==> src/rtl/mipi_pkg.sv <==
// Shared definitions for the MIPI packet sequencer: FSM state encoding,
// the HS leader byte, the short-packet data-type threshold and the fixed
// header/footer sizes.
package mipi_pkg;

  typedef enum logic [2:0] {
    ST_IDLE,
    ST_SYNC,
    ST_HEADER,
    ST_PAYLOAD,
    ST_FOOTER,
    ST_EOP
  } state_t;

  localparam logic [7:0] DEFAULT_SYNC_BYTE = 8'hB8;
  localparam logic [5:0] SHORT_DT_LIMIT    = 6'h10;  // DT below this is a short packet
  localparam int         HDR_BYTES         = 4;      // DI, WC_lo, WC_hi, ECC
  localparam int         FTR_BYTES         = 2;      // CRC16

  // Beats needed to carry a given number of bytes across the lanes.
  function automatic int ceil_div(input int num, input int den);
    return (num + den - 1) / den;
  endfunction

endpackage

==> src/rtl/mipi_hdr_capture.sv <==
// Assembles the 4-byte packet header as it arrives over one or more beats.
// The outputs show the stored bytes merged with the beat currently on the
// bus, so the sequencer can decode DI/WC during the last header beat.
module mipi_hdr_capture
  import mipi_pkg::*;
#(
  parameter int LANES      = 2,
  parameter int DATA_WIDTH = 8 * LANES
) (
  input  logic                  clk,
  input  logic                  rst_n,
  input  logic                  beat_en,
  input  logic [1:0]            beat_idx,
  input  logic [DATA_WIDTH-1:0] lane_data,
  output logic [7:0]            hdr_di,
  output logic [15:0]           hdr_wc
);

  logic [8*HDR_BYTES-1:0] hdr_q;
  logic [8*HDR_BYTES-1:0] hdr_now;

  // Overlay the current beat's lane bytes onto the bytes collected so far.
  // NOTE: every always_comb output gets a default first so no path can leave
  // it unassigned and infer a latch.
  always_comb begin
    hdr_now = hdr_q;
    if (beat_en) begin
      for (int l = 0; l < LANES; l++) begin
        if (int'(beat_idx) * LANES + l < HDR_BYTES)
          hdr_now[(int'(beat_idx) * LANES + l) * 8 +: 8] = lane_data[l * 8 +: 8];
      end
    end
  end

  // Header byte store; ECC lands in the top byte and is kept but not checked.
  // NOTE: this is a small register, not a RAM, so it is reset like any other
  // flop; that keeps the decoded fields at zero out of reset.
  always_ff @(posedge clk or negedge rst_n) begin
    if (!rst_n) hdr_q <= '0;
    else if (beat_en) hdr_q <= hdr_now;
  end

  assign hdr_di = hdr_now[7:0];
  assign hdr_wc = hdr_now[23:8];

endmodule

==> src/rtl/mipi_packet_sequencer.sv <==
// MIPI CSI-2 style packet sequencer: hunts for the HS leader, decodes the
// packet header, times payload and footer beats, and strobes end_of_packet
// so a downstream aligner can re-arm. Error strobes flag hunt failures and
// packets cut short by hs_valid dropping.
module mipi_packet_sequencer
  import mipi_pkg::*;
#(
  parameter int         LANES        = 2,
  parameter int         DATA_WIDTH   = 8 * LANES,
  parameter logic [7:0] SYNC_BYTE    = DEFAULT_SYNC_BYTE,
  parameter int         HUNT_TIMEOUT = 1023
) (
  input  logic                  clk,
  input  logic                  rst_n,
  input  logic                  hs_valid,
  input  logic [DATA_WIDTH-1:0] mipi_data,
  output logic                  end_of_packet,
  output logic                  pkt_start,
  output logic [5:0]            data_type,
  output logic [1:0]            virtual_channel,
  output logic [15:0]           word_count,
  output logic                  payload_valid,
  output logic                  sync_err,
  output logic                  trunc_err
);

  localparam int HDR_BEATS = ceil_div(HDR_BYTES, LANES);
  localparam int FTR_BEATS = ceil_div(FTR_BYTES, LANES);
  localparam int HUNT_W    = $clog2(HUNT_TIMEOUT + 1);

  state_t              state_q, state_d;
  logic [HUNT_W-1:0]   hunt_cnt_q;
  logic [1:0]          beat_cnt_q;
  logic [15:0]         pay_cnt_q;
  logic                all_sync, any_sync;
  logic                hdr_en, hdr_last;
  logic                start_d, eop_d, serr_d, trunc_d;
  logic [7:0]          hdr_di;
  logic [15:0]         hdr_wc;
  logic [15:0]         pay_beats;

  mipi_hdr_capture #(
    .LANES      (LANES),
    .DATA_WIDTH (DATA_WIDTH)
  ) u_hdr (
    .clk       (clk),
    .rst_n     (rst_n),
    .beat_en   (hdr_en),
    .beat_idx  (beat_cnt_q),
    .lane_data (mipi_data),
    .hdr_di    (hdr_di),
    .hdr_wc    (hdr_wc)
  );

  // Leader detection: every lane on SYNC_BYTE, or only some of them.
  always_comb begin
    all_sync = 1'b1;
    any_sync = 1'b0;
    for (int l = 0; l < LANES; l++) begin
      if (mipi_data[l * 8 +: 8] == SYNC_BYTE) any_sync = 1'b1;
      else                                    all_sync = 1'b0;
    end
  end

  // Payload length in beats, rounded up to whole lane groups.
  assign pay_beats = 16'(({1'b0, hdr_wc} + 17'(LANES - 1)) / 17'(LANES));

  // Next-state and strobe decode. Losing hs_valid while hunting returns to
  // IDLE quietly: no packet was in flight, so there is nothing to report.
  always_comb begin
    state_d  = state_q;
    hdr_en   = 1'b0;
    hdr_last = 1'b0;
    start_d  = 1'b0;
    eop_d    = 1'b0;
    serr_d   = 1'b0;
    trunc_d  = 1'b0;
    case (state_q)
      ST_IDLE: if (hs_valid) state_d = ST_SYNC;
      ST_SYNC: begin
        if (!hs_valid) state_d = ST_IDLE;
        else if (all_sync) state_d = ST_HEADER;
        else if (any_sync || hunt_cnt_q == HUNT_W'(HUNT_TIMEOUT - 1)) begin
          serr_d  = 1'b1;
          state_d = ST_IDLE;
        end
      end
      ST_HEADER: begin
        if (!hs_valid) begin
          trunc_d = 1'b1;
          eop_d   = 1'b1;
          state_d = ST_IDLE;
        end else begin
          hdr_en = 1'b1;
          if (beat_cnt_q == 2'(HDR_BEATS - 1)) begin
            hdr_last = 1'b1;
            start_d  = 1'b1;
            if (hdr_di[5:0] < SHORT_DT_LIMIT) begin
              eop_d   = 1'b1;
              state_d = ST_EOP;
            end else if (hdr_wc == 16'd0) state_d = ST_FOOTER;
            else                          state_d = ST_PAYLOAD;
          end
        end
      end
      ST_PAYLOAD: begin
        if (!hs_valid) begin
          trunc_d = 1'b1;
          eop_d   = 1'b1;
          state_d = ST_IDLE;
        end else if (pay_cnt_q == 16'd1) state_d = ST_FOOTER;
      end
      ST_FOOTER: begin
        if (!hs_valid) begin
          trunc_d = 1'b1;
          eop_d   = 1'b1;
          state_d = ST_IDLE;
        end else if (beat_cnt_q == 2'(FTR_BEATS - 1)) begin
          eop_d   = 1'b1;
          state_d = ST_EOP;
        end
      end
      ST_EOP:  state_d = hs_valid ? ST_SYNC : ST_IDLE;
      default: state_d = ST_IDLE;
    endcase
  end

  // State register and counters.
  // NOTE: sequential state uses non-blocking assignments so every flop
  // samples pre-edge values regardless of statement order.
  always_ff @(posedge clk or negedge rst_n) begin
    if (!rst_n) begin
      state_q    <= ST_IDLE;
      hunt_cnt_q <= '0;
      beat_cnt_q <= '0;
      pay_cnt_q  <= '0;
    end else begin
      state_q    <= state_d;
      hunt_cnt_q <= (state_q == ST_SYNC && state_d == ST_SYNC) ? hunt_cnt_q + 1'b1 : '0;
      if (state_d != state_q) beat_cnt_q <= '0;
      else if (state_q == ST_HEADER || state_q == ST_FOOTER) beat_cnt_q <= beat_cnt_q + 1'b1;
      if (hdr_last) pay_cnt_q <= pay_beats;
      else if (state_q == ST_PAYLOAD && hs_valid) pay_cnt_q <= pay_cnt_q - 16'd1;
    end
  end

  // Registered strobes and header fields held until the next header.
  always_ff @(posedge clk or negedge rst_n) begin
    if (!rst_n) begin
      pkt_start       <= 1'b0;
      end_of_packet   <= 1'b0;
      sync_err        <= 1'b0;
      trunc_err       <= 1'b0;
      data_type       <= '0;
      virtual_channel <= '0;
      word_count      <= '0;
    end else begin
      pkt_start     <= start_d;
      end_of_packet <= eop_d;
      sync_err      <= serr_d;
      trunc_err     <= trunc_d;
      if (start_d) begin
        data_type       <= hdr_di[5:0];
        virtual_channel <= hdr_di[7:6];
        word_count      <= hdr_wc;
      end
    end
  end

  assign payload_valid = (state_q == ST_PAYLOAD) && hs_valid;

endmodule

==> config.mk <==
export PLATFORM = sky130hd
export DESIGN_NAME = mipi_packet_sequencer
export DESIGN_NICKNAME = d
export VERILOG_FILES = /design/src/rtl/mipi_pkg.sv /design/src/rtl/mipi_hdr_capture.sv /design/src/rtl/mipi_packet_sequencer.sv
export SDC_FILE = /design/constraint.sdc
export NUM_CORES = 1
export LEC_CHECK = 0
export ABC_AREA = 1
export BUFFER_PORTS_ARGS = -buffer_cell sky130_fd_sc_hd__buf_2
export CORE_MARGIN = 5
export CORE_UTILIZATION = 60
export CTS_BUF_LIST = sky130_fd_sc_hd__clkbuf_8
export DETAILED_ROUTE_END_ITERATION = 10
export PLACE_DENSITY_LB_ADDON = 0.05
export SYNTH_ARGS = -nofsm -noshare
export SYNTH_HDL_FRONTEND = slang
export SYNTH_SLANG_ARGS = --single-unit
==> constraint.sdc <==
create_clock -name clk -period 3.6 [get_ports clk]
set_input_delay 0.72 -clock clk [delete_from_list [all_inputs] [get_ports clk]]
set_output_delay 0.72 -clock clk [all_outputs]
set_load 0.05 [all_outputs]
Word-level counts from Yosys, hierarchy flattened --
Cells that the tools add are included.
Operators by class: multiplexer cells 45, equal/unequal tests 12, shift operators 4, magnitude comparators 3, reduce and logical (&&, ||, !) cells 10, add/subtract/negate cells 7
Operator list (number):
- 32-bit two-way mux | 3
- 8-bit by 33-bit variable shift with 32-bit output, first input constant | 2
- 8-bit by 33-bit variable part select with 32-bit output | 2
- 32-bit bitwise mux | 2
- 3-bit two-way mux | 12
- 32-bit negation with 33-bit output | 1
- 6-bit negation with 33-bit output | 1
- 32-bit by 4-bit < comparator with 1-bit output, second input constant | 1
- 16-bit two-way mux | 2
- 24-bit two-way mux | 1
- 1-bit two-way mux | 20
- 3-bit one-hot mux with 6 select lines | 1
- 16-bit by 1-bit adder with 17-bit output, second input constant | 1
- 16-bit by 1-bit equality test with 1-bit output, second input constant | 1
- 8-bit equality test, second input constant | 2
- 16-bit logical NOT | 1
- 16-bit by 1-bit subtractor with 16-bit output, second input constant | 1
- 10-bit by 1-bit adder with 10-bit output, second input constant | 1
- 10-bit equality test, second input constant | 1
- 10-bit two-way mux | 1
- 3-bit by 1-bit equality test with 1-bit output, second input constant | 2
- 3-bit by 2-bit equality test with 1-bit output, second input constant | 2
- 3-bit equality test, second input constant | 2
- 6-bit by 5-bit < comparator with 1-bit output, second input constant | 1
- 13 further kinds | 17
Word-level totals: register bits after elaboration 91, input port bits 19

Logic depth before layout (Yosys ltp) --
Gate-level depths: netlist (run 1).
depth after elaboration 17, gate-level depth with buffers 23

Modules after synthesis --
Synthesis (run 1) repeated with hierarchy kept, for this count alone.
Unflattened totals: cells, all modules 653, area, all modules 4765.8 um2
By module, submodules not included:
- mipi_packet_sequencer | cells each 485, instances 1, area an instance 3519.6 um2
- mipi_hdr_capture | cells each 168, instances 1, area an instance 1246.2 um2

Worst setup path before layout (run 1) --
Ideal clock, no wire load.
path type reg2reg, start register beat_cnt_q[0], end register pay_cnt_q[13], arrival time 2555 ps, cell stages (with the launch flop) 19, required time 3483 ps, slack 928 ps, clock period less this slack 2672 ps, buffers on the path 1, cell sequence dfrtp_1 -> buf_1 -> inv_1 -> ha_1 -> inv_2 -> nor2_4 -> nand3_4 -> clkinv_1 -> o21ai_2 -> ha_1 -> nand2_1 -> nor2_4 -> nand2_1 -> nor3_2 -> nand2_1 -> nand3_1 -> nand3_1 -> o21ai_1 -> inv_1
Between the ends: cells in the longest elaborated chain, start to end 10
RTL lines:
- from (decl) | RTL line mipi_packet_sequencer.sv:33 | logic [1:0] beat_cnt_q;
- from (signal assigned) | RTL line mipi_packet_sequencer.sv:141 | else if (state_q == ST_HEADER || state_q == ST_FOOTER) beat_cnt_q <= beat_cnt_q + 1'b1;
- parallel branches: the longest is 6 deep, another holds 32-bit negation with 33-bit output
- 32-bit two-way mux (*) | RTL line mipi_hdr_capture.sv:29 | if (int'(beat_idx) * LANES + l < HDR_BYTES)
- 24-bit two-way mux (*) | RTL line mipi_hdr_capture.sv:27 | if (beat_en) begin
- via hdr_wc[0] | RTL line mipi_packet_sequencer.sv:39 | logic [15:0] hdr_wc;
- 16-bit by 1-bit adder with 17-bit output (*) | RTL line mipi_packet_sequencer.sv:66 | assign pay_beats = 16'(({1'b0, hdr_wc} + 17'(LANES - 1)) / 17'(LANES));
- 16-bit two-way mux (*) | RTL line mipi_packet_sequencer.sv:142 | if (hdr_last) pay_cnt_q <= pay_beats;
- to (signal assigned) | RTL line mipi_packet_sequencer.sv:142
- to (signal assigned) | RTL line mipi_packet_sequencer.sv:143 | else if (state_q == ST_PAYLOAD && hs_valid) pay_cnt_q <= pay_cnt_q - 16'd1;
- to (decl) | RTL line mipi_packet_sequencer.sv:34 | logic [15:0] pay_cnt_q;
Mark *: on every way through the listed nets, which the timed path passes. The select of a mux whose other input is x is not followed. A chain may end at the register's enable or synchronous reset.

Final worst setup path (run 1) --
Same ends and word-level chain as after synthesis.

==> flow_metrics.tcl, run 1 <==
set metrics [dict create \
    holdPathStages 2 \
    synth-seq-cells 83 \
    finalCritPeriodShare_pct 87.74 \
    rsz0062_at_grt "no" \
    numClockSinks 83 \
    drt-total-wl_um 11220 \
    skew_ps 8.507 \
    hpwlAfterDp_um 8274 \
    die_h_um 98.10 \
    async_flop_share_pct 100.0 \
    cts_tree "yes" \
    core-area_um2 7647 \
    tns_ps 0 \
    syn2layout_area_growth_pct 10.99 \
    ys_warn_count 0 \
    cts_hold_buf 0 \
    grt_pass1_wl_um 18750 \
    gp_congestion 0.8868 \
    drv_slew 0 \
    min_period_ps 3159 \
    status "finished, final reports clean" \
    leakagePower_uw 0.002601 \
    final_cell_area_um2 5169 \
    cp-end-kind "flip-flop" \
    grt_max_degree 84 \
    wl_per_cell_um 14.88 \
    rows 32 \
    yosysTopAreaCell "dfrtp_1" \
    power.total_uw 1796 \
    vias 4112 \
    clk_pin_slew_ps 80 \
    numCtsBuffers 9 \
    startpoint_type "flip-flop" \
    whs_endpoint "u_hdr.hdr_q[5]$_DFFE_PN0N_" \
    r2r_start "beat_cnt_q[0]$_DFFE_PN0P_" \
    clkLatencyLatePin_ps 360 \
    cap_violations 0 \
    dp_slack_ps 502.1 \
    worstPathArrival_ps 3410 \
    antenna_found_initial 0 \
    cts_resized 0 \
    synth_edf_count 0 \
    drive_gt1_share_pct 16.41 \
    power_density_nw_per_um2 347.5 \
    crit_chain "inv_1 -> ha_1 -> inv_2 -> nor2_4 -> nand3_4 -> clkinv_1 -> nand3_1 -> o21ai_2 -> ha_1 -> nand2_1 -> nor2_4 -> nand2_1 -> nor3_2 -> nand2_1 -> nand3_1 -> nand3_1 -> o21ai_1 -> inv_1" \
    finalSetupViolations 0 \
    fmax_ghz 0.3166 \
    die_area_um2 9624 \
    drt_iter0_drc 258 \
    cts_root_buffer "clkbuf_8" \
    synthesis.area_um2 4657 \
    relSlewSlack_pct 28.33 \
    worst_slew_pin_slew_ps 1074 \
    drc 0 \
    ios 48 \
    yosys-top-cells-count "nand2_1 (130), nor2_1 (99), dfrtp_1 (83), inv_1 (65), nand3_1 (40)" \
    post-cts-setup-buffers 0 \
    die_x_um 98.10 \
    layout.nets 675 \
    antenna_cells 0 \
    grt_pass1_vias 3881 \
    overflow 0 \
    syn_area_per_cell_um2 7.749 \
    irDropWorstVdd_mv 0.1863 \
    place_area_um2 4966 \
    worst_slack_ps 441.3 \
    min_from "u_hdr.hdr_q[5]$_DFFE_PN0N_" \
    syn_inst 601 \
    crit_type "reg2reg" \
    worstPathMaxFanout 13 \
    r2r_slack_ps 440 \
    antenna_left 0 \
    fin_util_pct 67.59 \
    critical-path-max-stage-delay_ps 540 \
    r2r_cells 18 \
    yosysUniqueCellTypes 41 \
    cts_max_level 3 \
    finalHoldViolCount 0 \
    synth_area_leaders "dfrtp_1 (45%), nand2_1 (10%), nor2_1 (8.0%), inv_1 (5.2%), nand3_1 (4.3%)" \
    io_buffers 47 \
    hold_path.class "reg2reg" \
    clockBufferDepth 2 \
    slowest_stage "dfrtp_1" \
    synth_nets 629 \
    cp.required_ps 3850 \
    timing.rr.end "pay_cnt_q[13]$_DFFE_PN0P_" \
    synth_top_cell_area_share_pct 44.60 \
    viasPerCell 5.454 \
    synth_most_common_cell "nand2_1" \
    floorplan.initialDensity_pct 60.90 \
    grt.total_usage_pct 24.19 \
    ys.flop_type "dfrtp_1" \
    yosysSeqAreaShare_pct 44.60 \
    first_pass_iters 6 \
]
-- routing by layer --
layer  up-vias  global-route usage, %  share of wire, %
met5         -                      0                 0
met4         0                  7.348               1.6
met3        15                  4.143               5.0
met2       111                  37.28                45
met1      1935                  35.12                48
li1       2051                      -                 -
-- metrics by stage --
stage                     hold WS, ps  std cells
final                           475.3        754
after global routing            495.6        754
after CTS                       477.2        754
after detailed placement        457.0        738
after global placement          456.9        738
after floorplan                 424.4        601
-- power breakdown --
| part | internal, µW | switching [µW] | total [µW] |
|---|---|---|---|
| registers | 953 | 23.7 | 977 |
| logic | 42.9 | 95.4 | 138 |
| clock network | 339 | 342 | 681 |
-- layout by cell type (no fill, tap or decap), types with 4 or more instances in the layout --
cell type    n
dfrtp_1     83
nand3_1     40
nor4_1       6
inv_1       65
nor2_4       6
o211ai_1     5
nor2_1      98
clkbuf_8    10
nand3_2      7
o21ai_0     35
ha_1         9
buf_2       46
xor2_1      11
nor3_1       8
a31oi_1     13
nand2_1    130
inv_2        4
nand2_2     12
a21oi_1     15
nand4_1      8
-- cell families (layout without fill, tap and decap cells) --
logic type	after synthesis	count (layout)	synth area share, %
compound gates	83	83	10.32
fa+ha+maj	9	9	2.418
buf+inv	84	135	7.146
flops	83	83	44.60
simple gates	330	330	33.26
xor+xnor	12	12	2.257
-- state kept, by name, summed over array words and instances, names as in the netlist --
name / flops
beat_cnt_q: 2
data_type: 6
pkt_start: 1
hunt_cnt_q: 10
trunc_err: 1
sync_err: 1
virtual_channel: 2
pay_cnt_q: 16
u_hdr.hdr_q: 24
end_of_packet: 1
state_q: 3
word_count: 16
-- worst max-delay path by stage --
stage	depth (start not counted)	startpoint	slack, ps	to
6_report	18	beat_cnt_q[0]$_DFFE_PN0P_	440	pay_cnt_q[13]$_DFFE_PN0P_
5_1_grt	18	beat_cnt_q[0]$_DFFE_PN0P_	70	pay_cnt_q[13]$_DFFE_PN0P_
4_1_cts	22	beat_cnt_q[0]$_DFFE_PN0P_	490	beat_cnt_q[0]$_DFFE_PN0P_
3_5_place_dp	18	beat_cnt_q[0]$_DFFE_PN0P_	500	pay_cnt_q[13]$_DFFE_PN0P_
3_3_place_gp	22	beat_cnt_q[0]$_DFFE_PN0P_	590	beat_cnt_q[0]$_DFFE_PN0P_
2_1_floorplan	18	beat_cnt_q[0]$_DFFE_PN0P_	930	pay_cnt_q[13]$_DFFE_PN0P_
-- worst max-delay path: cells and delay by family, from the launching register on --
kind                     cells  cell delay, ps
AO/OA/AOI/OAI                2             210
adder cells (fa/ha/maj)      2             470
buffers and inverters        4             550
flip-flops                   1             540
AND/OR/NAND/NOR             10            1290
-- layout make-up --
cell class	instances	area, µm²
clock inverter	6	65.06
inverter	71	266.5
multi-input combinational	434	2250
clock buffer	10	137.6
timing repair buffer	48	245.2
fill	652	2479
tap	102	127.6
sequential	83	2077
No activity file was read; power rests on OpenSTA's default activity.
==> run 2, diff against run 1 <==
--- a/config.mk
+++ b/config.mk
@@ -8,10 +8,11 @@
 export ABC_AREA = 1
 export BUFFER_PORTS_ARGS = -buffer_cell sky130_fd_sc_hd__buf_2
 export CORE_MARGIN = 5
-export CORE_UTILIZATION = 60
+export CORE_UTILIZATION = 31
 export CTS_BUF_LIST = sky130_fd_sc_hd__clkbuf_8
 export DETAILED_ROUTE_END_ITERATION = 10
 export PLACE_DENSITY_LB_ADDON = 0.05
 export SYNTH_ARGS = -nofsm -noshare
 export SYNTH_HDL_FRONTEND = slang
+export SYNTH_HIERARCHICAL = 1
 export SYNTH_SLANG_ARGS = --single-unit
==> flow_metrics.tcl, run 2 <==
set metrics [dict create \
    crit_type "reg2reg" \
    hold_ws_ps 355.1 \
    grt_pass1_wl_um 21220 \
    gp_congestion 0.8090 \
    async_flop_share_pct 100.0 \
    numClockSinks 83 \
    drc 0 \
    grt.total_usage_pct 15.04 \
    layout_common_cells "nand2_1 (180), nor2_1 (108), dfrtp_1 (83)" \
    status "finished, final reports clean" \
    min_period_ps 3015 \
    synth_edf_count 0 \
    drt-total-wl_um 12860 \
    top_regs "u_hdr/hdr_q: 24 flops, pay_cnt_q: 16 flops, word_count: 16 flops" \
    die_x_um 134.0 \
    irDropWorstVdd_mv 0.1257 \
    largest_reg_flops 24 \
    syn_area_per_cell_um2 7.298 \
    synthesis.area_um2 4766 \
    antenna_left 0 \
    ys.flop_type "dfrtp_1" \
    die_area_um2 17950 \
    routed.top_layer "met4" \
    finalHoldViolCount 0 \
    finalSetupViolations 0 \
    cap_violations 0 \
    io_buffers 47 \
    fmax_ghz 0.3317 \
    power.total_uw 1759 \
    syn2layout_area_growth_pct 13.36 \
    cts_root_buffer "clkbuf_8" \
    synth_top_cell_area_share_pct 43.58 \
    floorplan.initialDensity_pct 31.47 \
    skew_ps 12.65 \
    clk_pin_slew_ps 80 \
    post-cts-setup-buffers 0 \
    mostFrequentLayoutCell "nand2_1" \
    final_cell_area_um2 5403 \
    drv_slew 0 \
    drt-met1-wl_um 6086 \
    cts_hold_buf 0 \
    yosysSeqAreaShare_pct 43.58 \
    first_pass_iters 5 \
    core-area_um2 15150 \
    synth-seq-cells 83 \
    die_h_um 134.0 \
    place_area_um2 5218 \
    cp-end-kind "flip-flop" \
    crit_chain "inv_2 -> nand3_2 -> nor2_1 -> buf_4 -> nand3_2 -> nor2_1 -> nor2_1 -> nor2_1 -> nand2_1 -> nor2_1 -> nand3_1 -> nand2_1 -> inv_2 -> nor2_2 -> nand2_1 -> nand2_1 -> nand2_1 -> inv_1 -> nand2_1 -> nor2_1" \
    final_cells 898 \
    cts_resized 0 \
    yosys-top-cells-count "nand2_1 (180), nor2_1 (108), dfrtp_1 (83), inv_1 (68), o21ai_0 (40)" \
    slowest_stage "dfrtp_1" \
    leakagePower_uw 0.002788 \
    antenna_cells 0 \
    worstPathArrival_ps 3310 \
    vias 4211 \
    nFillCells 1635 \
    clockBufferDepth 2 \
    cts_tree "yes" \
    hpwlAfterDp_um 9930 \
    power_density_nw_per_um2 325.6 \
    relSlewSlack_pct 58.65 \
    cts_max_level 3 \
    rsz0062_at_grt "no" \
    grt_max_degree 44 \
    cp.required_ps 3900 \
    startpoint_type "flip-flop" \
    largest_register "u_hdr/hdr_q" \
    placedCellCount 882 \
    worst_slew_pin_slew_ps 619.3 \
    layout.nets 735 \
    synth_most_common_cell "nand2_1" \
    finalCritPeriodShare_pct 83.75 \
    grt_pass1_vias 4157 \
    antenna_found_initial 0 \
    syn_inst 653 \
    dr_wl_met2_um 6187 \
    synth_area_leaders "dfrtp_1 (44%), nand2_1 (14%), nor2_1 (8.5%), inv_1 (5.4%), o21ai_0 (4.2%)" \
    overflow 0 \
    viasPerCell 4.689 \
    ios 48 \
    yosysTopAreaCell "dfrtp_1" \
    tns_ps 0 \
    routed-wl-met3_um 378 \
    drt_iter0_drc 254 \
    synth_nets 683 \
    ys_warn_count 6 \
    hold_path.class "in2async" \
    numCtsBuffers 9 \
    critical-path-max-stage-delay_ps 430 \
    yosysUniqueCellTypes 39 \
    rows 45 \
    worstPathMaxFanout 16 \
    wl_per_cell_um 14.32 \
    clkLatencyLatePin_ps 370 \
    drive_gt1_share_pct 13.38 \
]
## run 2: critical path: cells and delay by family, from the launching register on
| kind | cells | cell delay [ps] |
|---|---|---|
| buffers and inverters | 4 | 360 |
| flip-flops | 1 | 430 |
| AND/OR/NAND/NOR | 16 | 2170 |
## run 2: logic make-up after synthesis
kind of cell	Yosys count	synth area share (%)
xor+xnor	13	2.389
compound gates	92	10.69
fa+ha+maj	11	2.888
flops	83	43.58
simple gates	359	31.98
buf+inv	95	8.480
## run 2: per-layer routing
layer  up-vias  global-route usage (%)
li1       2188                       -
met1      1950                   19.05
met2        58                   25.72
met3        15                   2.626
met4         0                   5.543
met5         -                       0
## run 2: cell type report
cell class	instances	area, µm²	share of cell area [%]
inverters	76	285.3	5.280
repair buffers	60	335.3	6.207
clock buffers	9	123.9	2.293
clock inverters	7	61.31	1.135
flip-flops and latches	83	2077	38.44
well taps	188	235.2	4.354
multi-input cells	475	2285	42.29
## run 2: metrics by stage
step | util [%] | worst slack, ps
after floorplan | - | 801.0
after global placement | 34.45 | 268.4
after detailed placement | 34.45 | 253.9
after CTS | 35.67 | 536.9
after global routing | 35.67 | 195.4
final | 35.67 | 585.1
## run 2: path summary, 6_finish.rpt
| kind | end | cells past startpoint | slack, ps | from |
|---|---|---|---|---|
| setup reg to reg | beat_cnt_q[1]$_DFFE_PN0P_ | 20 | 590 | state_q[2]$_DFF_PN0_ |
| hold reg to reg | word_count[10]$_DFFE_PN0P_ | 2 | 470 | word_count[10]$_DFFE_PN0P_ |
| min in group clk | word_count[10]$_DFFE_PN0P_ | 2 | 470 | word_count[10]$_DFFE_PN0P_ |
| setup / recovery | beat_cnt_q[1]$_DFFE_PN0P_ | 20 | 590 | state_q[2]$_DFF_PN0_ |
| max in group asynchronous | state_q[1]$_DFF_PN0_ | 2 | 2510 | rst_n |
| hold / removal | word_count[14]$_DFFE_PN0P_ | 1 | 360 | rst_n |
## run 2: report_power, final
group	switching [µW]	total (µW)	leakage, µW	internal (µW)
clock	355	668	0.000105	314
sequential	14.9	963	0.00107	948
combinational	90.6	128	0.00161	37.1
total	460	1760	0.00279	1300
